[src/rtl/spiht_frame_sched.sv]
// Ping-pong frame buffer scheduler: writes incoming lines into one of two buffers and
// launches the SPIHT encoder on filled buffers in order. Optional macro: LINE_LENGTH_CHECK_EN.
module spiht_frame_sched #(
    parameter int IMG_WIDTH  = 2048,
    parameter int IMG_HEIGHT = 256,
    parameter int ADDR_W     = 19
) (
    input  logic              PCLK,
    input  logic              RST,
    input  logic [15:0]       Pixel_DATA,
    input  logic              HSYNC,
    output logic              buf_wr_en,
    output logic              buf_wr_sel,
    output logic [ADDR_W-1:0] buf_wr_addr,
    output logic [15:0]       buf_wr_data,
    output logic              enc_start,
    output logic              enc_buf_sel,
    input  logic              enc_done,
    output logic              frame_drop,
    output logic              line_err
);

    localparam int COL_W = $clog2(IMG_WIDTH + 1);
    localparam int ROW_W = (IMG_HEIGHT > 1) ? $clog2(IMG_HEIGHT) : 1;
    localparam logic [COL_W-1:0]  COL_END     = COL_W'(IMG_WIDTH);
    localparam logic [ROW_W-1:0]  ROW_LAST    = ROW_W'(IMG_HEIGHT - 1);
    localparam logic [ADDR_W-1:0] LINE_STRIDE = ADDR_W'(IMG_WIDTH);

    typedef enum logic {W_GAP, W_LINE} wr_state_t;
    typedef enum logic {E_IDLE, E_RUN} enc_state_t;

    wr_state_t        wstate;
    enc_state_t       estate;
    logic [1:0]       full;
    logic [1:0]       full_set;
    logic [1:0]       full_clr;
    logic             wr_sel;
    logic             rd_sel;
    logic             drop;
    logic [COL_W-1:0] col;
    logic [ROW_W-1:0] row;
    logic             line_start;
    logic             line_end;
    logic             frame_start;
    logic             frame_end;
    logic             drop_now;

    // The first pixel of a frame arrives with the rising edge, so the drop decision
    // must already apply in that cycle rather than waiting for the registered flag.
    always_comb begin
        line_start  = HSYNC && (wstate == W_GAP);
        line_end    = !HSYNC && (wstate == W_LINE);
        frame_start = line_start && (row == '0);
        frame_end   = line_end && (row == ROW_LAST);
        drop_now    = frame_start ? full[wr_sel] : drop;
        full_set    = '0;
        if (frame_end && !drop) full_set[wr_sel] = 1'b1;
        full_clr    = '0;
        if ((estate == E_RUN) && enc_done) full_clr[rd_sel] = 1'b1;
    end

    always_ff @(posedge PCLK) begin
        if (RST) begin
            wstate      <= W_GAP;
            estate      <= E_IDLE;
            full        <= '0;
            wr_sel      <= 1'b0;
            rd_sel      <= 1'b0;
            drop        <= 1'b0;
            col         <= '0;
            row         <= '0;
            buf_wr_en   <= 1'b0;
            buf_wr_sel  <= 1'b0;
            buf_wr_addr <= '0;
            buf_wr_data <= '0;
            enc_start   <= 1'b0;
            enc_buf_sel <= 1'b0;
            frame_drop  <= 1'b0;
        end else begin
            buf_wr_en  <= 1'b0;
            enc_start  <= 1'b0;
            frame_drop <= frame_start && full[wr_sel];
            // Set and clear always hit different buffers, so both apply together.
            full       <= (full | full_set) & ~full_clr;

            case (wstate)
                W_GAP:   if (HSYNC)  wstate <= W_LINE;
                W_LINE:  if (!HSYNC) wstate <= W_GAP;
                default: wstate <= W_GAP;
            endcase

            if (frame_start) drop <= full[wr_sel];

            if (HSYNC && (col != COL_END)) begin
                col <= col + 1'b1;
                if (!drop_now) begin
                    buf_wr_en   <= 1'b1;
                    buf_wr_sel  <= wr_sel;
                    buf_wr_addr <= ADDR_W'(row) * LINE_STRIDE + ADDR_W'(col);
                    buf_wr_data <= Pixel_DATA;
                end
            end

            if (line_end) begin
                col <= '0;
                if (frame_end) begin
                    row  <= '0;
                    drop <= 1'b0;
                    if (!drop) wr_sel <= ~wr_sel;
                end else begin
                    row <= row + 1'b1;
                end
            end

            case (estate)
                E_IDLE: if (full[rd_sel]) begin
                    enc_start   <= 1'b1;
                    enc_buf_sel <= rd_sel;
                    estate      <= E_RUN;
                end
                E_RUN: if (enc_done) begin
                    rd_sel <= ~rd_sel;
                    estate <= E_IDLE;
                end
                default: estate <= E_IDLE;
            endcase
        end
    end

`ifdef LINE_LENGTH_CHECK_EN
    // col saturates at IMG_WIDTH, so overlong lines need their own counter.
    localparam int CNT_W = $clog2(IMG_WIDTH + 2);
    localparam logic [CNT_W-1:0] CNT_FULL = CNT_W'(IMG_WIDTH);
    localparam logic [CNT_W-1:0] CNT_SAT  = CNT_W'(IMG_WIDTH + 1);
    logic [CNT_W-1:0] px_cnt;

    always_ff @(posedge PCLK) begin
        if (RST) begin
            px_cnt   <= '0;
            line_err <= 1'b0;
        end else begin
            line_err <= line_end && (px_cnt != CNT_FULL);
            if (line_end)
                px_cnt <= '0;
            else if (HSYNC && (px_cnt != CNT_SAT))
                px_cnt <= px_cnt + 1'b1;
        end
    end
`else
    assign line_err = 1'b0;
`endif

endmodule

[config.mk]
export PLATFORM = sky130hd
export DESIGN_NAME = spiht_frame_sched
export DESIGN_NICKNAME = d
export VERILOG_FILES = /design/src/rtl/spiht_frame_sched.sv
export SDC_FILE = /design/constraint.sdc
export NUM_CORES = 1
export LEC_CHECK = 0
export BUFFER_PORTS_ARGS = -buffer_cell sky130_fd_sc_hd__buf_2
export CAP_MARGIN = 15
export CORE_UTILIZATION = 33
export CTS_CLUSTER_SIZE = 8
export DETAILED_ROUTE_END_ITERATION = 10
export GPL_ROUTABILITY_DRIVEN = 0
export PLACE_DENSITY = 0.52
export RECOVER_POWER = 100
export SYNTH_ARGS = -nofsm -noshare
export SYNTH_HDL_FRONTEND = slang
export SYNTH_SLANG_ARGS = --single-unit
[constraint.sdc]
create_clock -name PCLK -period 2.6 [get_ports PCLK]
set_input_delay 0.39 -clock PCLK [delete_from_list [all_inputs] [get_ports PCLK]]
set_output_delay 0.39 -clock PCLK [all_outputs]
set_load 0.05 [all_outputs]
* Yosys cells after proc, flatten, opt, wreduce, memory -nomap -nowiden
Index checks and enable logic that the tools add are counted.
Storage, ports and cells: input port bits 20, logic and storage cells 73, output and inout bits 41, flip-flop bits (word level) 67
Cells by class: equal/unequal tests 2, reductions and logical operators 20, bitwise operators 10, multiplexer cells 19, add/sub/neg operators 3, order comparisons 4
Operator list (number):
- adder 19 x 12 -> 19 bit | 1
- two-way mux 1 bit | 13
- adder 12 x 1 -> 12 bit, second input constant | 1
- inequality test 12 bit, second input constant | 1
- logical AND 1 bit | 10
- adder 8 x 1 -> 8 bit, second input constant | 1
- == test 8 bit, second input constant | 1
- logical NOT 8 bit | 1
- two-way mux 8 bit | 1
- inverter 1 bit | 7
- AND reduction 2 bit | 3
- OR reduction 2 bit | 3
- < comparator 1 x 2 -> 1 bit, second input constant | 2
- two-way mux 2 bit | 2
- AND reduction 3 bit | 1
- AND 2 bit | 1
- demux 1 bit (select 1 bit) | 2
- greater-or-equal comparator 1 bit, second input constant | 2
- logical NOT 1 bit | 2
- inverter 2 bit | 1
- bitwise OR 2 bit | 1
- case mux 1 bit (2 select lines) | 1

* Logic depth before layout (Yosys ltp)
Gate-level depths: netlist of run 1.
depth in word-level cells 7, mapped depth 8, gate-level depth less buffers 6

* Least setup slack after synthesis of run 1
OpenSTA, ideal clock, no wires.
path type reg-to-reg, from register col[0], to register buf_wr_data[4], library setup time 0.140 ns, buffers on the path 2, slack 0.729 ns, period minus slack after synthesis 1.871 ns, cell stages (with the launch flop) 9, data arrival time 1.730 ns, required time 2.460 ns, cells stage by stage dfxtp_1 -> inv_1 -> ha_1 -> or4b_4 -> o31a_1 -> buf_2 -> buf_6 -> nand4_1 -> a21oi_2
Between the ends: word-level cells in the longest chain between the ends 3
RTL lines:
- from (decl) | line 40 | logic [COL_W-1:0] col;
- from (signal assigned) | line 95 | col <= col + 1'b1;
- inequality test 12 bit | line 94 | if (HSYNC && (col != COL_END)) begin
- logical AND 1 bit | line 94
- AND reduction 2 bit (no line)
- to (signal assigned) | line 100 | buf_wr_data <= Pixel_DATA;
- to (decl) | line 15 | output logic [15:0] buf_wr_data,
No other way between the ends. A chain may end at the register's enable or synchronous reset.

* Worst setup path in the final report of run 1
from register col[0], to register buf_wr_addr[17]
Between the ends: word-level cells in the longest chain between the ends 3, elaborated cells between the ends (all ways) 4, those cells by class add/sub: 1; eq/ne: 1; reduce/logical: 2
RTL lines:
- branches (longest 3 deep; another with adder 19 x 12 -> 19 bit)
- to (signal assigned) | line 99 | buf_wr_addr <= ADDR_W'(row) * LINE_STRIDE + ADDR_W'(col);
- to (decl) | line 14 | output logic [ADDR_W-1:0] buf_wr_addr,
Several ways; the timed one is not identified.

==> flow_metrics.py, run 1 <==
metrics = {
    "synth": {
        "synthSimpleGateAreaFrac_pct": 18.8,
        "synth_seq_cells": 67,
        "synth-edff-count": 0,
        "synth_top_cell_area_share_pct": 41.0,
        "synthesis.area_um2": 3270,
        "ys.warnings.count": 0,
        "synth-async-reset-ratio_pct": 0,
        "ys_types": 45,
        "syn_nets": 377,
        "yosysTopAreaCell": "dfxtp_1",
        "ys_seq_area_share_pct": 41.0,
        "avgSynthCellArea_um2": 9.33,
        "synth_adder_area_share_pct": 2.29,
        "synth_ff_type": "dfxtp_1",
        "synth.area.mux_share_pct": 0.611,
        "synthTopCellsByArea": "dfxtp_1, nand4_1, o31ai_2",
        "synth-compound-area-share_pct": 24.5,
        "synth_top_family_by_area": "compound AO/OA/AOI/OAI gates",
        "synth_xor_area_share_pct": 5.08,
        "netlist_instances": 351,
    },
    "setup_path": {
        "cp_top_family": "compound AO/OA/AOI/OAI gates",
        "crit_path_end_kind": "register",
        "critical_path_required_ps": 2770,
        "criticalPathCategory": "register to register",
        "crit_fanout": 32,
        "arrival_ps": 2480,
        "cp-start-kind": "register",
        "ff2ff_path_depth": 7,
        "critPathSlowestCell": "or4b_4",
        "r2r-end": "buf_wr_addr[17]",
        "path_cells": "inv_1 -> ha_1 -> or4b_4 -> o31a_1 -> clkbuf_4 -> a31oi_1 -> a211oi_1",
        "rrSetupSlack_ps": 290,
        "cp_num_buf_inv": 2,
        "r2r_start": "col[0]",
        "max_stage_delay_ps": 480,
    },
    "timing": {
        "max_freq_mhz": 433,
        "timing.final.crit_share_pct": 88.8,
        "slew_violations": 0,
        "slew_headroom_pct": 25.8,
        "clock_skew_ps": 14.7,
        "tightest_slew_ps": 1110,
        "whs_ps": 290,
        "post-route-min-period_ps": 2310,
        "setup_viol": 0,
        "grt_setup_unrepaired": "false",
        "hold_viol": 0,
        "fin_setup_tns_ps": 0,
    },
    "min_path": {
        "worst_hold_startpoint": "enc_done",
        "hold_path_end": "full[1]",
        "holdPathStages": 2,
        "min_path_type": "input pin to register",
    },
    "pwr": {
        "leakagePower_nw": 1.22,
        "power.total_w": 0.00218,
        "vdd_ir_drop_max_uv": 244,
        "power_density_nw_per_um2": 581,
    },
    "die": {
        "die_x_um": 102,
        "dieArea_um2": 10300,
        "core_um2": 9420,
        "initial_core_util_pct": 34.8,
        "std_cell_rows": 35,
        "io_pins": 61,
        "die_h_um": 102,
    },
    "place": {
        "port_buffers": 59,
        "hpwl_um": 5750,
    },
    "cts": {
        "cts_root_buf": "clkbuf_8",
        "cts.path.max_buffers": 2,
        "tritoncts": "done",
        "cts_inserted_buffers": 9,
        "clk_pin_slew_worst_paths_ps": 80,
        "postCtsHoldBufs": 0,
        "h-tree-depth": 3,
        "clock_latency_ps": 340,
        "cts.sinks": 67,
        "post_cts_resized": 0,
        "post_cts_buffers": 0,
    },
    "detailed_routing": {
        "wl_um": 8480,
        "dr.pass1.iters": 4,
        "drc": 0,
        "first_iter_violations": 160,
        "ant_nets": 0,
        "vias_per_cell": 5.30,
        "vias": 2828,
        "routedWlPerCell_um": 15.9,
    },
    "layout": {
        "final_nets": 427,
        "nFillCells": 1008,
        "areaGrowthSynthToFinish_pct": 14.5,
        "diodes": 0,
        "drive_gt1_share_pct": 20.5,
        "fin_util_pct": 39.8,
    },
    "global_routing": {
        "grt_pass1_wl_um": 14100,
        "grt_usage_pct": 17.4,
        "antenna_found_initial": 0,
        "overflow": 0,
        "grt_pass1_vias": 2782,
        "grt_max_degree": 45,
    },
    "outcome": {
        "outcome": "finished, final reports clean",
    },
    "job": {
        "cap_violations": 0,
    },
}
-- per-layer routing --
metal | part of all wire (%) | wire length (um) | up-vias | GRT usage, %
met5 | 0 | 0 | - | 0
met3 | 4.2 | 357 | 10 | 4.00
met2 | 45 | 3850 | 60 | 27.0
met1 | 49 | 4160 | 1352 | 23.3
li1 | - | - | 1406 | -
met4 | 1.3 | 111 | 0 | 7.25
-- cells in the mapped netlist (2+ instances only) --
master    number
dfxtp_1       67
nand4_1       35
a21oi_1       22
a21oi_2       20
nor2_1        19
clkbuf_1      17
o31ai_1       17
o31ai_2       16
nand2_1       14
xnor2_1       13
inv_1         12
buf_2         10
a31oi_1        8
nand3_1        8
nor3_1         7
a211oi_1       6
ha_1           6
nor4_1         6
xor2_1         6
o21ai_0        5
nor2b_1        4
or3_1          3
buf_1          2
buf_12         2
buf_6          2
mux2i_1        2
nand4b_1       2
nor3_2         2
or4_1          2
-- how the worst max path moves through the flow --
stage / from / end / slack (ps) / depth (start not counted)
4_1_cts: col[0] / buf_wr_addr[17] / 500 / 7
3_5_place_dp: HSYNC / buf_wr_addr[1] / 510 / 6
2_1_floorplan: col[0] / buf_wr_data[4] / 730 / 8
5_1_grt: col[0] / buf_wr_addr[17] / 180 / 7
6_report: col[0] / buf_wr_addr[17] / 290 / 7
3_3_place_gp: HSYNC / buf_wr_data[14] / 530 / 6
-- cells in the final DEF, fill, tap and decap left out, types with 2 or more instances in the layout --
cell and n:
dfxtp_1 67, clkbuf_1 45, nand4_1 35, a21oi_1 26, nor2_1 19, o31ai_1 18, buf_2 18, a21oi_2 16
o31ai_2 15, nand2_1 14, xnor2_1 13, inv_1 12, buf_4 12, clkbuf_8 9, nand3_1 8, nor3_1 7
a31oi_1 7, nor4_1 6, a211oi_1 6, xor2_1 6, ha_1 6, o21ai_0 5, nor2b_1 4, or3_1 3
mux2i_1 2, nor3_2 2, nand4b_1 2, or4_1 2, clkinv_2 2
-- metrics by stage --
| step | setup slack, ps | cells | cell area (um^2) |
|---|---|---|---|
| floorplan | 729 | 351 | 3270 |
| global placement | 533 | 519 | 3660 |
| detailed placement | 505 | 519 | 3660 |
| CTS | 504 | 534 | 3840 |
| global route | 178 | 534 | 3750 |
| finish | 292 | 534 | 3750 |
-- cell families (layout without fill, tap and decap cells) --
logic type,Yosys count,after routing
compound gates,101,101
xor+xnor,19,19
other cells,1,1
flops,67,67
simple gates,108,108
buf+inv,47,101
fa+ha+maj,6,6
mux,2,2
-- sequential cells by signal, indices dropped and copies added, names as in the netlist --
| signal | flops |
|---|---|
| rd_sel | 1 |
| enc_start | 1 |
| buf_wr_sel | 1 |
| drop | 1 |
| wr_sel | 1 |
| full | 2 |
| buf_wr_addr | 19 |
| frame_drop | 1 |
| col | 12 |
| row | 8 |
| wstate | 1 |
| buf_wr_data | 16 |
| enc_buf_sel | 1 |
| estate | 1 |
| buf_wr_en | 1 |
-- worst reg2reg max path, stage by stage, from the launching register on --
cell and delay, ps:
dfxtp_1 360, inv_1 80, ha_1 140, or4b_4 480
o31a_1 410, clkbuf_4 370, a31oi_1 220, a211oi_1 70
-- power by group --
group,internal (W),switching (W)
sequential,0.00106,0.0000215
combinational,0.0000709,0.000205
clock,0.000436,0.000389
-- area by class of cell --
| cell class | instances | area [um^2] | area share, % |
|---|---|---|---|
| Inverter | 12 | 45.0 | 1.20 |
| Clock buffer | 12 | 135 | 3.60 |
| Timing Repair Buffer | 74 | 350 | 9.34 |
| Multi-Input combinational cell | 237 | 1680 | 44.7 |
| Tap cell | 129 | 161 | 4.30 |
| Sequential cell | 67 | 1340 | 35.8 |
| Clock inverter | 3 | 40.0 | 1.07 |
Power figures use the tool's default switching activity.
==> run 2, diff against run 1 <==
--- a/config.mk
+++ b/config.mk
@@ -13,6 +13,7 @@
 export GPL_ROUTABILITY_DRIVEN = 0
 export PLACE_DENSITY = 0.52
 export RECOVER_POWER = 100
+export SKIP_CTS_REPAIR_TIMING = 1
 export SYNTH_ARGS = -nofsm -noshare
 export SYNTH_HDL_FRONTEND = slang
 export SYNTH_SLANG_ARGS = --single-unit
==> constraint.sdc (replaced) <==
create_clock -name PCLK -period 2.4 [get_ports PCLK]
set_input_delay 0.36 -clock PCLK [delete_from_list [all_inputs] [get_ports PCLK]]
set_output_delay 0.36 -clock PCLK [all_outputs]
set_load 0.05 [all_outputs]
==> run 2 against run 1 <==
Net effect:
- sequential share of layout area down 0.14 points
- clock power up 13%
- critical path depth unchanged
- via count up 1.4%
- critical path type unchanged
- cell area up 0.40%
- highest routed layer unchanged
- combinational power up 9.1%
- clock skew down 3.0 ps
- sequential power up 7%
- hold slack worse by 44 ps
- utilization up 0.16 points
- die area unchanged
==> flow_metrics.py, run 2 (synthesis results as in run 1) <==
metrics = {
    "timing": {
        "tightest_slew_ps": 774,
        "hold_viol": 0,
        "fin_setup_tns_ps": 0,
        "post-route-min-period_ps": 2190,
        "clock_skew_ps": 11.7,
        "max_freq_mhz": 456,
        "grt_setup_unrepaired": "false",
        "timing.final.crit_share_pct": 91.4,
        "whs_ps": 246,
        "slew_headroom_pct": 48.4,
        "slew_violations": 0,
        "setup_viol": 0,
    },
    "detailed_routing": {
        "dr.pass1.iters": 4,
        "ant_nets": 0,
        "wl_um": 8590,
        "vias_per_cell": 5.36,
        "first_iter_violations": 146,
        "vias": 2867,
        "drc": 0,
        "routedWlPerCell_um": 16.0,
    },
    "setup_path": {
        "max_stage_delay_ps": 480,
        "path_cells": "inv_1 -> ha_1 -> or4b_4 -> o31a_1 -> clkbuf_2 -> a31oi_1 -> a211oi_1",
        "crit_fanout": 23,
        "rrSetupSlack_ps": 210,
        "ff2ff_path_depth": 7,
        "arrival_ps": 2380,
        "r2r_start": "col[0]",
        "critical_path_required_ps": 2590,
        "crit_path_end_kind": "register",
        "critPathSlowestCell": "or4b_4",
        "cp-start-kind": "register",
        "criticalPathCategory": "register to register",
        "r2r-end": "buf_wr_addr[18]",
    },
    "cts": {
        "cts.sinks": 67,
        "clk_pin_slew_worst_paths_ps": 80,
        "tritoncts": "done",
        "cts_root_buf": "clkbuf_8",
        "cts.path.max_buffers": 2,
        "h-tree-depth": 3,
        "clock_latency_ps": 340,
        "cts_inserted_buffers": 9,
    },
    "die": {
        "std_cell_rows": 35,
        "core_um2": 9420,
        "initial_core_util_pct": 34.8,
        "io_pins": 61,
        "die_x_um": 102,
        "die_h_um": 102,
        "dieArea_um2": 10300,
    },
    "layout": {
        "areaGrowthSynthToFinish_pct": 15.0,
        "regMostFlops": "buf_wr_addr",
        "most-common-layout-cells": "dfxtp_1, clkbuf_1, nand4_1",
        "top_regs": "buf_wr_addr: 19 flops, buf_wr_data: 16 flops, col: 12 flops",
        "largest_register_ffs": 19,
        "diodes": 0,
        "final_common_cell": "dfxtp_1",
        "final_cell_area_um2": 3760,
        "drive_gt1_share_pct": 20.4,
        "final_nets": 427,
        "fin_util_pct": 40.0,
        "nFillCells": 977,
    },
    "job": {
        "cap_violations": 0,
    },
    "pwr": {
        "power_density_nw_per_um2": 638,
        "vdd_ir_drop_max_uv": 261,
        "leakagePower_nw": 1.24,
    },
    "place": {
        "placed_area_um2": 3660,
        "port_buffers": 59,
        "hpwl_um": 5890,
    },
    "global_routing": {
        "grt_max_degree": 30,
        "grt_pass1_vias": 2880,
        "grt_usage_pct": 17.7,
        "overflow": 0,
        "grt_pass1_wl_um": 14200,
        "antenna_found_initial": 0,
    },
    "min_path": {
        "holdPathStages": 2,
        "min_path_type": "input pin to register",
        "hold_path_end": "full[1]",
        "worst_hold_startpoint": "enc_done",
    },
    "outcome": {
        "outcome": "finished, final reports clean",
    },
}
run 2: cell types whose count changed in the layout (fill, tap and decap cells not counted), moves of 2 or more:
cell      previous run  this run
clkinv_4             0         3
o31ai_2             15        12
clkbuf_1            45        43
buf_4               12        10
clkbuf_2             1         3
o31ai_1             18        21
run 2: area by class of cell:
cell class	instances	area, um^2	share of cell area (%)
repair buffers	74	358	9.50
clock inverters	6	66.3	1.76
clock buffers	10	128	3.39
flip-flops and latches	67	1340	35.6
multi-input cells	237	1670	44.2
well taps	129	161	4.29
inverters	12	45.0	1.20
run 2: power by group:
group	leakage, nW	total, W	internal [W]	switching (W)
registers	0.545	0.00116	0.00114	0.0000215
logic	0.594	0.000301	0.0000773	0.000224
clock network	0.100	0.000936	0.000482	0.000453
total	1.24	0.00240	0.00170	0.000699
run 2: metrics by stage:
stage	instances	worst slack [ps]	power, W
after floorplan	351	529	0.00143
after global placement	519	373	0.00150
after detailed placement	519	324	0.00151
after CTS	535	293	0.00244
after global routing	535	115	0.00251
final	535	206	0.00240
run 2: how the worst max path moves through the flow:
| stage | from | endpoint | slack [ps] | cells after the start |
|---|---|---|---|---|
| after detailed placement | col[0] | col[3] | 320 | 7 |
| final | col[0] | buf_wr_addr[18] | 210 | 7 |
| after CTS | col[0] | col[3] | 290 | 7 |
| after global placement | col[0] | col[5] | 370 | 7 |
| after global routing | col[0] | buf_wr_addr[15] | 110 | 7 |
| after floorplan | col[0] | buf_wr_data[4] | 530 | 8 |
run 2: critical path, delay by kind of cell (launching register included):
family,cells,cell delay (ps)
DFF,1,360
buffers and inverters,2,430
adders and majority gates,1,130
AOI/OAI and AO/OA,3,630
and+or+nand+nor,1,480
run 2: per-layer routing:
layer | GRT usage (%) | wire, um
met5 | 0 | 0
met4 | 6.35 | 98
met1 | 22.6 | 4160
met3 | 4.28 | 362
met2 | 29.2 | 3970
